### src/rtl/dot_product_accumulator.sv
// Sums a stream of signed products into a saturating accumulator and presents
// one dot-product result per job over a valid/ready handshake.
module dot_product_accumulator #(
    parameter int unsigned PWIDTH = 32,
    parameter int unsigned AWIDTH = 40,
    parameter int unsigned CNT_W  = 8
) (
    input  logic              clk,
    input  logic              rst_n,
    input  logic              start,
    input  logic [CNT_W-1:0]  len,
    input  logic              prod_valid,
    output logic              prod_ready,
    input  logic [PWIDTH-1:0] product,
    output logic              result_valid,
    input  logic              result_ready,
    output logic [AWIDTH-1:0] result,
    output logic              overflow,
    output logic              busy
);

    typedef enum logic [1:0] {StIdle, StAccum, StHold} state_e;

    localparam logic [AWIDTH-1:0] AccMax = {1'b0, {(AWIDTH-1){1'b1}}};
    localparam logic [AWIDTH-1:0] AccMin = {1'b1, {(AWIDTH-1){1'b0}}};

    state_e            state_q, state_d;
    logic [AWIDTH-1:0] acc_q, acc_d;
    logic [CNT_W-1:0]  count_q, count_d;
    logic [CNT_W-1:0]  len_q, len_d;
    logic              ovf_q, ovf_d;

    logic              xfer;
    logic              last_term;
    logic [AWIDTH:0]   prod_ext;
    logic [AWIDTH:0]   sum_wide;

    assign xfer      = prod_valid && (state_q == StAccum);
    assign last_term = (count_q == (len_q - CNT_W'(1)));
    assign prod_ext  = {{(AWIDTH + 1 - PWIDTH){product[PWIDTH-1]}}, product};
    // One guard bit: the two top bits differ exactly when the sum left the AWIDTH range.
    assign sum_wide  = {acc_q[AWIDTH-1], acc_q} + prod_ext;

    always_ff @(posedge clk or negedge rst_n) begin
        if (!rst_n) begin
            state_q <= StIdle;
        end else begin
            state_q <= state_d;
        end
    end

    always_comb begin
        state_d = state_q;
        case (state_q)
            StIdle: begin
                if (start) begin
                    state_d = (len != '0) ? StAccum : StHold;
                end
            end
            StAccum: begin
                if (xfer && last_term) begin
                    state_d = StHold;
                end
            end
            StHold: begin
                if (result_ready) begin
                    state_d = StIdle;
                end
            end
            default: state_d = StIdle;
        endcase
    end

    always_comb begin
        prod_ready   = (state_q == StAccum);
        result_valid = (state_q == StHold);
        busy         = (state_q != StIdle);
        result       = acc_q;
        overflow     = ovf_q;
    end

    always_comb begin
        acc_d   = acc_q;
        count_d = count_q;
        len_d   = len_q;
        ovf_d   = ovf_q;
        if ((state_q == StIdle) && start) begin
            len_d   = len;
            acc_d   = '0;
            count_d = '0;
            ovf_d   = 1'b0;
        end else if (xfer) begin
            count_d = count_q + CNT_W'(1);
            if (sum_wide[AWIDTH] != sum_wide[AWIDTH-1]) begin
                ovf_d = 1'b1;
                acc_d = sum_wide[AWIDTH] ? AccMin : AccMax;
            end else begin
                acc_d = sum_wide[AWIDTH-1:0];
            end
        end
    end

    always_ff @(posedge clk or negedge rst_n) begin
        if (!rst_n) begin
            acc_q   <= '0;
            count_q <= '0;
            len_q   <= '0;
            ovf_q   <= 1'b0;
        end else begin
            acc_q   <= acc_d;
            count_q <= count_d;
            len_q   <= len_d;
            ovf_q   <= ovf_d;
        end
    end

endmodule

### config.mk
export PLATFORM = sky130hd
export DESIGN_NAME = dot_product_accumulator
export DESIGN_NICKNAME = d
export VERILOG_FILES = /design/src/rtl/dot_product_accumulator.sv
export SDC_FILE = /design/constraint.sdc
export NUM_CORES = 1
export LEC_CHECK = 0
export BUFFER_PORTS_ARGS = -buffer_cell sky130_fd_sc_hd__buf_2
export CAP_MARGIN = 20
export CELL_PAD_IN_SITES_DETAIL_PLACEMENT = 1
export CELL_PAD_IN_SITES_GLOBAL_PLACEMENT = 1
export CORE_AREA = 8 8 136 138
export CTS_CLUSTER_DIAMETER = 30
export DETAILED_ROUTE_END_ITERATION = 6
export DIE_AREA = 0 0 144 146
export PLACE_DENSITY = 0.68
export SLEW_MARGIN = 20
export SYNTH_ARGS = -nofsm -noshare
export SYNTH_HDL_FRONTEND = slang
export SYNTH_SLANG_ARGS = --single-unit
### constraint.sdc
create_clock -name clk -period 5.85 [get_ports clk]
set_input_delay 0.585 -clock clk [delete_from_list [all_inputs] [get_ports clk]]
set_output_delay 0.585 -clock clk [all_outputs]
set_load 0.02 [all_outputs]
==> impl_metrics.ini <==
[status]
status = completed

[synth]
synthTopCellsByArea = dfrtp_1 (31%), ha_1 (11%), a221o_1 (7.7%)
syn_nets = 622
yosysTopAreaCell = dfrtp_1
ys_ff_latch = 59
synth_enable_flop_cells = 0
async_reset_ff_share_pct = 100
yosysSeqAreaShare_pct = 30.6
netlist.area_leader.share_pct = 30.6
yosys_warnings = 0
synth_cells = 534
netlist_area_mm2 = 0.00483
syn_area_per_cell_um2 = 9.04
synthDistinctLibCells = 61
ys.flop_type = dfrtp_1

[critical_path]
worstSetupStartpoint = result[1]
critPathKind = register to register
endpoint = result[14]
timing.rr.end = result[14]
required_ps = 6110
start_kind = register
reg2reg_from = result[1]
critPathMaxFanout = 21
r2r_slack_ps = 2080
ff2ff_path_depth = 11
crit_path_end_kind = register
crit_arrival_ps = 4030

[routing]
route.detailed.drc = 0
ant_nets = 0
drt-vias-per-instance = 5.36
totalWireLength_um = 15400
wl_per_cell_um = 18.4
drt_iter0_drc = 160
firstDrtPassIters = 4
via_count = 4501

[pwr]
ir_drop_v = 0.000194
leakage_nw = 2.72
p_per_area_mw_per_mm2 = 583

[sta]
tns_ps = 0
max_freq_ghz = 0.265
fin_worst_skew_ps = 7.58
finalCriticalPeriod_ps = 3770
hold_viol = 0
slew_viol_final = 0
whs_ps = 400
finalSetupViolations = 0
worst_slew_pin_slew_ps = 946
rsz0062_at_grt = false
period_share_pct = 64.4
slew-limit-headroom_pct = 36.9

[die]
fp.dieH_um = 146
die_w_um = 144
die_area_mm2 = 0.0210
initial_utilization_pct = 29.6
std_cell_rows = 47
core_mm2 = 0.0163
io_pins = 89

[finish]
drive_gt1_share_pct = 20.2
area.growth.synth_to_final_pct = 19.2
final_cell_area_mm2 = 0.00576
n_antenna_cell = 0
fin_nets = 704

[clock_tree]
cts_setup_buffers = 0
clk_pin_slew_ps = 50
htreeDepth = 3
clk_path_buf_depth = 2
cts_resized = 0
cts_tree = done
clock_latency_ps = 340
cts_hold_buffers = 0
cts-root-buf = clkbuf_16
clock_sink_count = 59
cts_buffers = 9

[min_path]
hold_class = input port to async pin

[placed_design]
placed_cell_area_mm2 = 0.00544
gp_congestion = 0.832
portBuffers = 88
dpl.hpwl_um = 11800

[global_route]
grt_use_total_pct = 15.1
grt_pass1_wl_um = 25500
grt_max_degree = 60
grt.overflow.total = 0
antenna_found_initial = 0
grt_pass1_vias = 4948

[job]
cap_violations = 0
cell families after synthesis:
family / Yosys count / synth area share [%]
multiplexers: 6 / 1.40
adder cells (fa/ha/maj): 43 / 11.3
AND/OR/NAND/NOR: 146 / 14.5
flip-flops: 59 / 30.6
XOR/XNOR: 55 / 9.98
AO/OA/AOI/OAI: 187 / 28.1
buffers and inverters: 38 / 4.17
sequential cells by signal, indices dropped and copies added, names as in the netlist:
name      flops
count_q       8
len_q         8
overflow      1
result       40
state_q       2
critical path: stages, from the launching register on:
cell and delay [ps]:
dfrtp_1 430, ha_1 320, a211oi_1 420, o211ai_2 200, a31o_4 290, a21oi_2 270
o31a_4 220, o31a_1 210, and3_4 210, o21a_1 520, buf_4 400, a221o_1 190
final cells by class:
class,count,area [µm²]
fillers,1940,10500
multi-input cells,437,3150
well taps,220,275
clock inverters,6,91.3
repair buffers,92,470
inverters,17,63.8
clock buffers,9,225
flip-flops and latches,59,1480
cells in the final DEF (no fill, tap or decap), types with 2 or more instances in the layout:
master	netlist	final
a211o_1	3	3
a211oi_1	3	3
a21o_1	17	17
a21oi_1	48	48
a221o_1	37	37
a22o_1	2	2
a31oi_1	4	4
and2_1	4	4
and3_1	4	4
buf_2	4	88
buf_4	1	4
bufinv_16	0	2
clkbuf_16	0	9
clkinvlp_4	0	3
dfrtp_1	59	59
ha_1	42	42
inv_1	17	17
mux2_2	6	6
nand2_1	42	42
nand2b_1	2	2
nand3_1	15	15
nand3b_1	3	3
nand4_1	7	7
nor2_1	37	36
nor2b_1	7	7
nor3_1	12	12
nor4_1	5	5
o211ai_1	4	4
o211ai_2	2	2
o21a_1	6	6
o21ai_0	30	30
o21bai_1	4	4
o221a_2	2	2
o22ai_1	2	2
o31ai_1	6	6
or2_2	2	2
or4_1	2	2
xnor2_1	31	31
xor2_1	24	24
stage by stage:
step | worst slack [ps] | instances | utilization (%) | power [mW]
2_1_floorplan | 2650 | 534 | - | 2.24
5_1_grt | 1880 | 840 | 35.3 | 3.62
3_5_place_dp | 1830 | 825 | 33.4 | 2.79
4_1_cts | 2100 | 840 | 35.3 | 3.39
6_report | 2080 | 840 | 35.3 | 3.36
3_3_place_gp | 1960 | 825 | 33.4 | 2.71
Yosys cell counts (2+ instances only):
master / instances
ha_1: 42
a21oi_1: 48
or2_2: 2
nor4_1: 5
xor2_1: 24
buf_6: 2
a21o_1: 17
a221o_1: 37
a2111oi_0: 2
nor3_1: 12
o31ai_1: 6
a211o_1: 3
o221a_2: 2
o211ai_1: 4
nand2_1: 42
xnor2_1: 31
or4_1: 2
a31oi_1: 4
o22ai_1: 2
o211ai_2: 2
buf_8: 3
nand2b_1: 2
dfrtp_1: 59
nand3b_1: 3
buf_2: 4
o21a_1: 6
and3_1: 4
nand3_1: 15
inv_1: 17
nand4_1: 7
and2_1: 4
a211oi_1: 3
a22o_1: 2
o21ai_0: 30
mux2_2: 6
nor2b_1: 7
clkbuf_1: 10
nor2_1: 37
o21bai_1: 4
layer usage:
metal | GRT usage, % | share of wire, % | vias to the layer above
met5 | 0 | 0 | -
met4 | 5.42 | 1.5 | 0
met3 | 2.85 | 4.4 | 14
met2 | 25.8 | 48 | 84
met1 | 18.4 | 46 | 2215
li1 | - | - | 2188
worst min-delay path by stage:
stage,from,slack [ps],end,cells after the start
after floorplan,rst_n,290,count_q[0],0
after global placement,state_q[1],480,state_q[1],1
after detailed placement,overflow,490,overflow,2
after CTS,rst_n,460,result[25],2
after global routing,len[0],490,len_q[0],3
final,rst_n,400,result[25],2
power by group:
group | switching [mW] | total, mW | internal, mW | leakage, nW
Sequential | 0.152 | 0.725 | 0.574 | 0.756
Combinational | 1.21 | 2.05 | 0.843 | 1.82
Clock | 0.207 | 0.578 | 0.371 | 0.144
Total | 1.57 | 3.36 | 1.79 | 2.72
Power figures use the tool's default switching activity.
